--- src/rtl/mux_pkg.sv ---
// Shared constants and types for the round-robin stream multiplexer.
//   MODE_FIXED / MODE_RR : values of the mode input
//   out_state_t          : occupancy of the one-entry output register
//   clog2                : index-width helper for flows without $clog2
package mux_pkg;

    localparam logic MODE_FIXED = 1'b0;
    localparam logic MODE_RR    = 1'b1;

    typedef enum logic {
        ST_EMPTY = 1'b0,
        ST_FULL  = 1'b1
    } out_state_t;

    function automatic int unsigned clog2(input int unsigned value);
        int unsigned width;
        width = 0;
        while ((32'd1 << width) < value) begin
            width = width + 1;
        end
        return width;
    endfunction

endpackage

--- src/rtl/mux_rr_stream_if.sv ---
// Stream bundle between NCH producers, the multiplexer and one consumer.
//   master : bench/system side (drives inputs, consumer ready)
//   slave  : multiplexer side (drives in_ready and the registered outputs)
interface mux_rr_stream_if #(
    parameter int unsigned NCH = 4,
    parameter int unsigned DW  = 8
);
    localparam int unsigned SELW = $clog2(NCH);

    logic                mode;
    logic [SELW-1:0]     sel;
    logic [NCH*DW-1:0]   in_data;
    logic [NCH-1:0]      in_valid;
    logic [NCH-1:0]      in_ready;
    logic [DW-1:0]       out_data;
    logic [SELW-1:0]     out_ch;
    logic                out_valid;
    logic                out_ready;

    modport master (
        output mode, sel, in_data, in_valid, out_ready,
        input  in_ready, out_data, out_ch, out_valid
    );

    modport slave (
        input  mode, sel, in_data, in_valid, out_ready,
        output in_ready, out_data, out_ch, out_valid
    );

endinterface

--- src/rtl/rr_arbiter.sv ---
// Combinational round-robin arbiter: grants the first requester searching
// upward from (ptr+1) mod NCH with wrap.
//   req     : per-channel request
//   ptr     : last granted channel
//   gnt     : one-hot grant (zero when no request)
//   gnt_idx : index of the granted channel
module rr_arbiter #(
    parameter int unsigned NCH = 4
) (
    input  logic [NCH-1:0]           req,
    input  logic [$clog2(NCH)-1:0]   ptr,
    output logic [NCH-1:0]           gnt,
    output logic [$clog2(NCH)-1:0]   gnt_idx
);
    localparam int unsigned SELW = $clog2(NCH);
    localparam int unsigned CW   = SELW + 1;

    logic [CW-1:0]      start;
    logic [2*NCH-1:0]   dbl;
    logic [NCH-1:0]     rot;
    logic [CW-1:0]      idx;
    logic               found;

    // Rotate the doubled request vector so bit 0 is the highest-priority
    // channel, then take the lowest set bit and undo the rotation.
    always_comb begin
        start = (CW'(ptr) == CW'(NCH - 1)) ? '0 : CW'(ptr) + CW'(1);
        dbl   = {req, req} >> start;
        rot   = dbl[NCH-1:0];
        found = 1'b0;
        idx   = '0;
        for (int unsigned i = 0; i < NCH; i++) begin
            if (!found && rot[i]) begin
                found = 1'b1;
                idx   = start + CW'(i);
            end
        end
        if (idx >= CW'(NCH)) begin
            idx = idx - CW'(NCH);
        end
        gnt     = found ? (NCH'(1) << idx) : '0;
        gnt_idx = SELW'(idx);
    end

endmodule

--- src/rtl/mux_rr_stream.sv ---
// N-channel stream multiplexer with fixed or round-robin selection and a
// one-entry registered output stage.
//   clk, rst_n : clock, asynchronous active-low reset
//   bus        : mode/sel, per-channel data/valid/ready, registered output
//                data/channel/valid and consumer ready
module mux_rr_stream #(
    parameter int unsigned NCH = 4,
    parameter int unsigned DW  = 8
) (
    input  logic              clk,
    input  logic              rst_n,
    mux_rr_stream_if.slave    bus
);
    import mux_pkg::*;

    localparam int unsigned SELW = $clog2(NCH);

    out_state_t        state_q;
    out_state_t        state_d;
    logic [SELW-1:0]   ptr_q;
    logic [DW-1:0]     data_q;
    logic [SELW-1:0]   ch_q;

    logic              load_en;
    logic              xfer;
    logic [NCH-1:0]    fix_gnt;
    logic [NCH-1:0]    rr_gnt;
    logic [SELW-1:0]   rr_idx;
    logic [NCH-1:0]    gnt;
    logic [SELW-1:0]   gnt_idx;

    rr_arbiter #(.NCH(NCH)) u_arb (
        .req     (bus.in_valid),
        .ptr     (ptr_q),
        .gnt     (rr_gnt),
        .gnt_idx (rr_idx)
    );

    // Fixed-select grant; an out-of-range sel grants nothing.
    always_comb begin
        fix_gnt = '0;
        if (32'(bus.sel) < NCH) begin
            fix_gnt[bus.sel] = bus.in_valid[bus.sel];
        end
    end

    // Grant mux and handshake; in_ready is held low while in reset.
    always_comb begin
        gnt          = (bus.mode == MODE_RR) ? rr_gnt : fix_gnt;
        gnt_idx      = (bus.mode == MODE_RR) ? rr_idx : bus.sel;
        load_en      = (state_q == ST_EMPTY) | bus.out_ready;
        bus.in_ready = (load_en & rst_n) ? gnt : '0;
        xfer         = |(bus.in_valid & bus.in_ready);
    end

    // Output-stage state register.
    always_ff @(posedge clk or negedge rst_n) begin
        if (!rst_n) begin
            state_q <= ST_EMPTY;
        end else begin
            state_q <= state_d;
        end
    end

    // Next state: a load slot either refills the register or empties it.
    always_comb begin
        state_d = state_q;
        if (load_en) begin
            state_d = xfer ? ST_FULL : ST_EMPTY;
        end
    end

    // Output decode.
    always_comb begin
        bus.out_valid = (state_q == ST_FULL);
        bus.out_data  = data_q;
        bus.out_ch    = ch_q;
    end

    // Data, channel tag and round-robin pointer; all hold unless a word moves.
    always_ff @(posedge clk or negedge rst_n) begin
        if (!rst_n) begin
            data_q <= '0;
            ch_q   <= '0;
            ptr_q  <= SELW'(NCH - 1);
        end else if (xfer) begin
            data_q <= bus.in_data[gnt_idx*DW +: DW];
            ch_q   <= gnt_idx;
            ptr_q  <= gnt_idx;
        end
    end

endmodule
--- src/flat_wrapper.sv ---
// flat-port wrapper written by rule: the top's interface ports become plain ports
module mux_rr_stream_flat import mux_pkg::*;
#(
    parameter int unsigned NCH = 4,
    parameter int unsigned DW  = 8
)
  (clk, rst_n, bus_mode, bus_sel, bus_in_data, bus_in_valid, bus_out_ready, bus_in_ready, bus_out_data, bus_out_ch, bus_out_valid);
  mux_rr_stream_if #(.NCH(NCH), .DW(DW)) bus_i ();
  input  logic clk;
  input  logic rst_n;
  input wire logic [$bits(bus_i.mode)-1:0] bus_mode;
  input wire logic [$bits(bus_i.sel)-1:0] bus_sel;
  input wire logic [$bits(bus_i.in_data)-1:0] bus_in_data;
  input wire logic [$bits(bus_i.in_valid)-1:0] bus_in_valid;
  input wire logic [$bits(bus_i.out_ready)-1:0] bus_out_ready;
  output wire logic [$bits(bus_i.in_ready)-1:0] bus_in_ready;
  output wire logic [$bits(bus_i.out_data)-1:0] bus_out_data;
  output wire logic [$bits(bus_i.out_ch)-1:0] bus_out_ch;
  output wire logic [$bits(bus_i.out_valid)-1:0] bus_out_valid;
  assign bus_i.mode = bus_mode;
  assign bus_i.sel = bus_sel;
  assign bus_i.in_data = bus_in_data;
  assign bus_i.in_valid = bus_in_valid;
  assign bus_i.out_ready = bus_out_ready;
  assign bus_in_ready = bus_i.in_ready;
  assign bus_out_data = bus_i.out_data;
  assign bus_out_ch = bus_i.out_ch;
  assign bus_out_valid = bus_i.out_valid;
  mux_rr_stream #(.NCH(NCH), .DW(DW)) u_core (.clk(clk), .rst_n(rst_n), .bus(bus_i));
endmodule
--- config.mk ---
export PLATFORM = sky130hd
export DESIGN_NAME = mux_rr_stream_flat
export DESIGN_NICKNAME = d
export VERILOG_FILES = /design/src/rtl/mux_pkg.sv /design/src/rtl/mux_rr_stream_if.sv /design/src/rtl/rr_arbiter.sv /design/src/rtl/mux_rr_stream.sv /design/src/flat_wrapper.sv
export SDC_FILE = /design/constraint.sdc
export NUM_CORES = 1
export LEC_CHECK = 0
export ABC_AREA = 1
export ABC_CLOCK_PERIOD_IN_PS = 6700
export BUFFER_PORTS_ARGS = -buffer_cell sky130_fd_sc_hd__buf_2
export CAP_MARGIN = 20
export CORE_ASPECT_RATIO = 0.75
export CORE_MARGIN = 5
export CORE_UTILIZATION = 52
export CTS_CLUSTER_DIAMETER = 150
export DETAILED_ROUTE_END_ITERATION = 8
export PLACE_DENSITY = 0.84
export SETUP_SLACK_MARGIN = 0.02
export SLEW_MARGIN = 15
export SYNTH_ARGS = -nofsm -noshare
export SYNTH_HDL_FRONTEND = slang
export SYNTH_SLANG_ARGS = --single-unit
export TNS_END_PERCENT = 100
--- constraint.sdc ---
create_clock -name clk -period 6.7 [get_ports clk]
set_input_delay 2.01 -clock clk [delete_from_list [all_inputs] [get_ports clk]]
set_output_delay 2.01 -clock clk [all_outputs]
set_load 0.01 [all_outputs]
**Word-level counts from Yosys, hierarchy flattened**

Index checks and enable logic that the tools add are counted.

- Register bits after elaboration: 13
- Input bits: 42
- Output and inout port bits: 15
- Word-level logic and storage cells: 48

- $add $sub $neg: 5
- Magnitude comparators: 3
- Equal/unequal tests: 1
- Shifts and indexed selects: 3
- Muxes and demuxes: 19
- Bitwise gates (word level): 5
- Reductions and logical operators: 8

Operators with widths:

| operator | number |
|---|---|
| variable part select 32 x 6 -> 8 bit | 1 |
| 2-to-1 mux 3 bit | 6 |
| 2-to-1 mux 4 bit | 3 |
| bitwise AND 4 bit | 2 |
| right shift 8 x 3 -> 4 bit | 1 |
| 2-to-1 mux 1 bit | 7 |
| adder 3 x 2 -> 3 bit (second input constant) | 2 |
| logical AND 1 bit | 4 |
| OR reduction 4 bit | 1 |
| left shift 1 x 3 -> 4 bit (first input constant) | 1 |
| adder 2 x 1 -> 3 bit (second input constant) | 1 |
| adder 3 x 1 -> 3 bit (second input constant) | 1 |
| greater-or-equal comparator 3 bit (second input constant) | 1 |
| zero test 1 bit | 3 |
| less-than comparator 2 x 3 -> 1 bit (second input constant) | 1 |
| subtractor 3 bit (second input constant) | 1 |
| binary-select mux 1 bit (select 2 bit) | 1 |
| demux 1 bit (select 2 bit) | 1 |
| equality test 2 bit (second input constant) | 1 |
| greater-or-equal comparator 2 x 1 -> 1 bit (second input constant) | 1 |
| 2-to-1 mux 2 bit | 1 |
| bitwise AND 1 bit | 1 |
| NOT 1 bit | 1 |
| OR 1 bit | 1 |

**Depth between registers and ports, before layout**

- Depth after elaboration: 22
- Depth in mapped cells: 19
- Mapped depth without buffers: 18

**By module**

From an unflattened synthesis, not the netlist that was laid out.

- Cells, all modules: 214
- Area total of the unflattened synthesis: 1,396.3 um^2

By module, submodules not included:

| module | times used | cells an instance | area each (um^2) | sequential area each (um^2) |
|---|---|---|---|---|
| mux_rr_stream | 1 | 152 | 1,076.0 | 327.8 |
| rr_arbiter | 1 | 62 | 320.3 | 0.0 |

**Worst setup path after synthesis**

Ideal clock, no wire load.

- Path type: input port to output port
- Start point: input port bus_in_valid[1]
- End point: output port bus_in_ready[2]
- Data arrival time: 3,185 ps
- Data required time: 4,690 ps
- Path slack: 1,505 ps
- Stages: 12
- Buffers on the path: 1
- Cell sequence: inv_1 > nand2_1 > nand3_1 > nand2_2 > a21oi_1 > nand2_1 > nand2_2 > nand2_2 > o21ai_1 > nand2_1 > buf_2 > inv_1

- Word-level cells in the longest chain between the ends: 17
- Elaborated cells on any way between the ends: 25
- Classes of those cells: add/sub: 1; order compare: 1; shift: 2; mux: 14; bitwise: 1; reduce/logical: 6

Ends and longest elaborated chain:

| what | RTL line | RTL |
|---|---|---|
| from (decl) | flat_wrapper.sv:14 | `input wire logic [$bits(bus_i.in_valid)-1:0] bus_in_valid;` |
| right shift 8 x 3 -> 4 bit | rr_arbiter.sv:28 | `dbl = {req, req} >> start;` |
| 2-to-1 mux 1 bit | rr_arbiter.sv:33 | `if (!found && rot[i]) begin` |
| zero test 1 bit | rr_arbiter.sv:33 |  |
| logical AND 1 bit | rr_arbiter.sv:33 |  |
| 2-to-1 mux 1 bit | rr_arbiter.sv:33 |  |
| zero test 1 bit | rr_arbiter.sv:33 |  |
| logical AND 1 bit | rr_arbiter.sv:33 |  |
| 2-to-1 mux 1 bit | rr_arbiter.sv:33 |  |
| zero test 1 bit | rr_arbiter.sv:33 |  |
| logical AND 1 bit | rr_arbiter.sv:33 |  |
| 2-to-1 mux 3 bit | rr_arbiter.sv:33 |  |
| subtractor 3 bit / greater-or-equal comparator 3 bit (equally long branches) | rr_arbiter.sv:39, rr_arbiter.sv:38 |  |
| 2-to-1 mux 3 bit | rr_arbiter.sv:38 | `if (idx >= CW'(NCH)) begin` |
| left shift 1 x 3 -> 4 bit | rr_arbiter.sv:41 | `gnt = found ? (NCH'(1) << idx) : '0;` |
| 2-to-1 mux 4 bit | rr_arbiter.sv:41 |  |
| 2-to-1 mux 4 bit (*) | mux_rr_stream.sv:49 | `gnt = (bus.mode == MODE_RR) ? rr_gnt : fix_gnt;` |
| 2-to-1 mux 4 bit (*) | mux_rr_stream.sv:52 | `bus.in_ready = (load_en & rst_n) ? gnt : '0;` |
| to (decl) | flat_wrapper.sv:16 | `output wire logic [$bits(bus_i.in_ready)-1:0] bus_in_ready;` |

Every way passes the cells marked *; elsewhere a longest branch is shown, timed or not. The select of a mux whose other input is x is not followed.

**Worst setup path after layout**

- Start point: input port bus_in_valid[2]
- End point: output port bus_in_ready[2]

The elaborated chain is that of the path after synthesis.

==> flow_metrics.tcl <==
set metrics [dict create \
    grt_pass1_vias 1349 \
    design_area_um2 1669 \
    areaGrowthSynthToFinish_pct 22.27 \
    crit_required_ns 4.69 \
    fmaxAchievable_mhz 179.3 \
    synth-edff-count 0 \
    worstSetupPathDepth 13 \
    rows 16 \
    ys_warn_count 0 \
    wire_per_inst_um 10.67 \
    drt-total-wl_um 3522 \
    insertion_delay_ns 0.27 \
    hold_depth 2 \
    place.gp.congestion 0.8846 \
    n_fill_cell 247 \
    drv_cap 0 \
    slowest_stage "nand2_1" \
    synth_top_area_cell "nand2_1" \
    finalCriticalPeriod_ns 5.577 \
    path_buf_inv 4 \
    place_area_um2 1643 \
    drtIter0Drc 153 \
    syn-cell-area_um2 1365 \
    h-tree-depth 1 \
    hold_viol 0 \
    start_util 0.5327 \
    startpoint_type "input port" \
    cts.sink_count 13 \
    synth.most_common_cell "nand2_1" \
    design.die.area_um2 3760 \
    io-pin-count 57 \
    dp_hpwl_um 2878 \
    drive_above_1_share 0.2755 \
    synth_area_per_cell_um2 5.688 \
    postCtsSetupBuffers 0 \
    drc 0 \
    worstPathArrival_ns 3.57 \
    clock_path_buffers 2 \
    critPathTopFamily "simple AND/OR/NAND/NOR gates" \
    maxSlewViolCount 0 \
    ctsHoldBuffers 0 \
    synth_top_area_frac 0.3492 \
    setup_tns_ns 0 \
    ir_drop_uv 261.3 \
    ant_nets 0 \
    cts.clk_slew.worst_paths_ns 0.07 \
    viasPerCell 4.921 \
    ys.flop_type "dfrtp_1" \
    reg2reg_slack_ns 3.92 \
    stdcell_count 330 \
    relSlewSlack 0.6968 \
    final.period_utilization 0.8323 \
    critical_path_class "in2out" \
    synth_common_cells "nand2_1 (127), nand3_1 (33), inv_1 (19)" \
    cp-end-kind "output port" \
    p_per_area_nw_per_um2 589.0 \
    clockRootBuffer "clkbuf_4" \
    clock_skew_ns 0.002674 \
    synth-seq-cells 13 \
    async_reset_ff_frac 1.000 \
    status "finished, final reports clean" \
    diodes 0 \
    yosysSeqAreaShare 0.2401 \
    path_cells "buf_2 > inv_1 > nand2_1 > nand3_1 > nand2_2 > a21oi_1 > nand2_1 > nand2_2 > nand2_2 > o21ai_1 > nand2_1 > inv_1 > buf_2" \
    core_area_um2 2562 \
    critPathMaxStageDelay_ns 0.29 \
    fin_nets 338 \
    hold_slack_ns 0.5086 \
    setup_viol 0 \
    grt_usage 0.1880 \
    utilization 0.6514 \
    first_pass_iters 4 \
    port_buffers 56 \
    postSynthNetCount 283 \
    rsz0062_at_grt "false" \
    grt-ovfl-total 0 \
    reg2reg_depth 13 \
    vias 1624 \
    fp.dieW_um 69.16 \
    synth.distinct_cells 26 \
    synth_area_leaders "nand2_1 (35%), dfrtp_1 (20%), nand3_1 (12%)" \
    hp-class "reg2reg" \
    grt_max_degree 18 \
    tightest_slew_ns 0.4537 \
    cts_buffers 3 \
    critPathMaxFanout 15 \
    power.leakage_nw 1.065 \
    netlist_instances 240 \
    antenna_found_initial 0 \
    grt_pass1_wl_um 5754 \
    cts_tree "yes" \
    cts_resized 0 \
    die_h_um 54.37 \
    placedCellCount 326 \
]
cells by family (layout without fill, tap and decap cells):
family | after synthesis | in the layout | share of synthesized area
adders and majority gates | 1 | 1 | 0.009164
and+or+nand+nor | 183 | 183 | 0.5829
DFF | 13 | 13 | 0.2401
xor gates and xnor gates | 1 | 1 | 0.006417
AOI/OAI and AO/OA | 13 | 13 | 0.06141
buffers and inverters | 29 | 83 | 0.09991
power breakdown:
part	switching, mW	internal (mW)	total [mW]	leakage, nW
combinational	0.531	0.259	0.789	0.893
clock	0.0243	0.0231	0.0474	0.0150
sequential	0.0207	0.126	0.146	0.157
area by class of cell:
| class | count | area [µm²] | share of cell area |
|---|---|---|---|
| timing repair buffer | 56 | 280.3 | 0.1679 |
| sequential | 13 | 327.8 | 0.1964 |
| inverter | 23 | 88.84 | 0.05322 |
| clock buffer | 4 | 26.28 | 0.01574 |
| multi-input combinational | 198 | 900.9 | 0.5397 |
| tap | 36 | 45.04 | 0.02699 |
metal layers:
metal / part of all wire / wire, µm / GRT usage
met5: 0 / 0 / 0
met3: 0.069 / 243 / 0.02202
met1: 0.50 / 1776 / 0.2708
met4: 0.012 / 44 / 0.07792
met2: 0.41 / 1457 / 0.2880
tightest hold or removal path, stage by stage (launching register included):
cell	delay (ns)
dfstp_2	0.37
inv_1	0.04
o211ai_1	0.09
final timing paths:
check,end,startpoint
worst max register to register,u_core.bus.out_ch[0],u_core.ptr_q[0]
worst max-delay path,bus_in_ready[2],bus_in_valid[2]
worst min register to register,u_core.ptr_q[1],u_core.ptr_q[1]
worst min-delay path,u_core.ptr_q[1],u_core.ptr_q[1]
max in group asynchronous,u_core.ptr_q[0],rst_n
min in group asynchronous,u_core.bus.out_ch[1],rst_n
cells in the final DEF, fill, tap and decap left out:
| cell | n |
|---|---|
| nor2_2 | 5 |
| inv_1 | 19 |
| nand4_1 | 2 |
| o211ai_1 | 2 |
| clkbuf_1 | 1 |
| buf_2 | 56 |
| ha_1 | 1 |
| clkbuf_4 | 3 |
| nand3_2 | 2 |
| dfrtp_1 | 11 |
| nand2_2 | 7 |
| nor2_1 | 4 |
| nand2_1 | 127 |
| nand3_1 | 33 |
| inv_2 | 2 |
| nand4_2 | 1 |
| clkinv_1 | 1 |
| o21ai_1 | 2 |
| dfstp_2 | 2 |
| a21oi_4 | 1 |
| nand3b_1 | 1 |
| o31ai_1 | 1 |
| nand2_4 | 1 |
| a21oi_1 | 7 |
| xor2_1 | 1 |
| inv_4 | 1 |
through the flow:
step	setup slack, ns	total power [mW]
6_report	1.123	0.9830
5_1_grt	0.9281	1.105
4_1_cts	1.138	0.9769
3_5_place_dp	1.148	0.9289
3_3_place_gp	1.146	0.9234
2_1_floorplan	1.505	0.7843
registers in the layout, indices dropped and copies added (netlist names):
signal	cells
u_core.bus.out_data	8
u_core.bus.out_ch	2
u_core.ptr_q	2
u_core.bus.out_valid	1
Note: power is estimated with default switching activity, not from simulation.
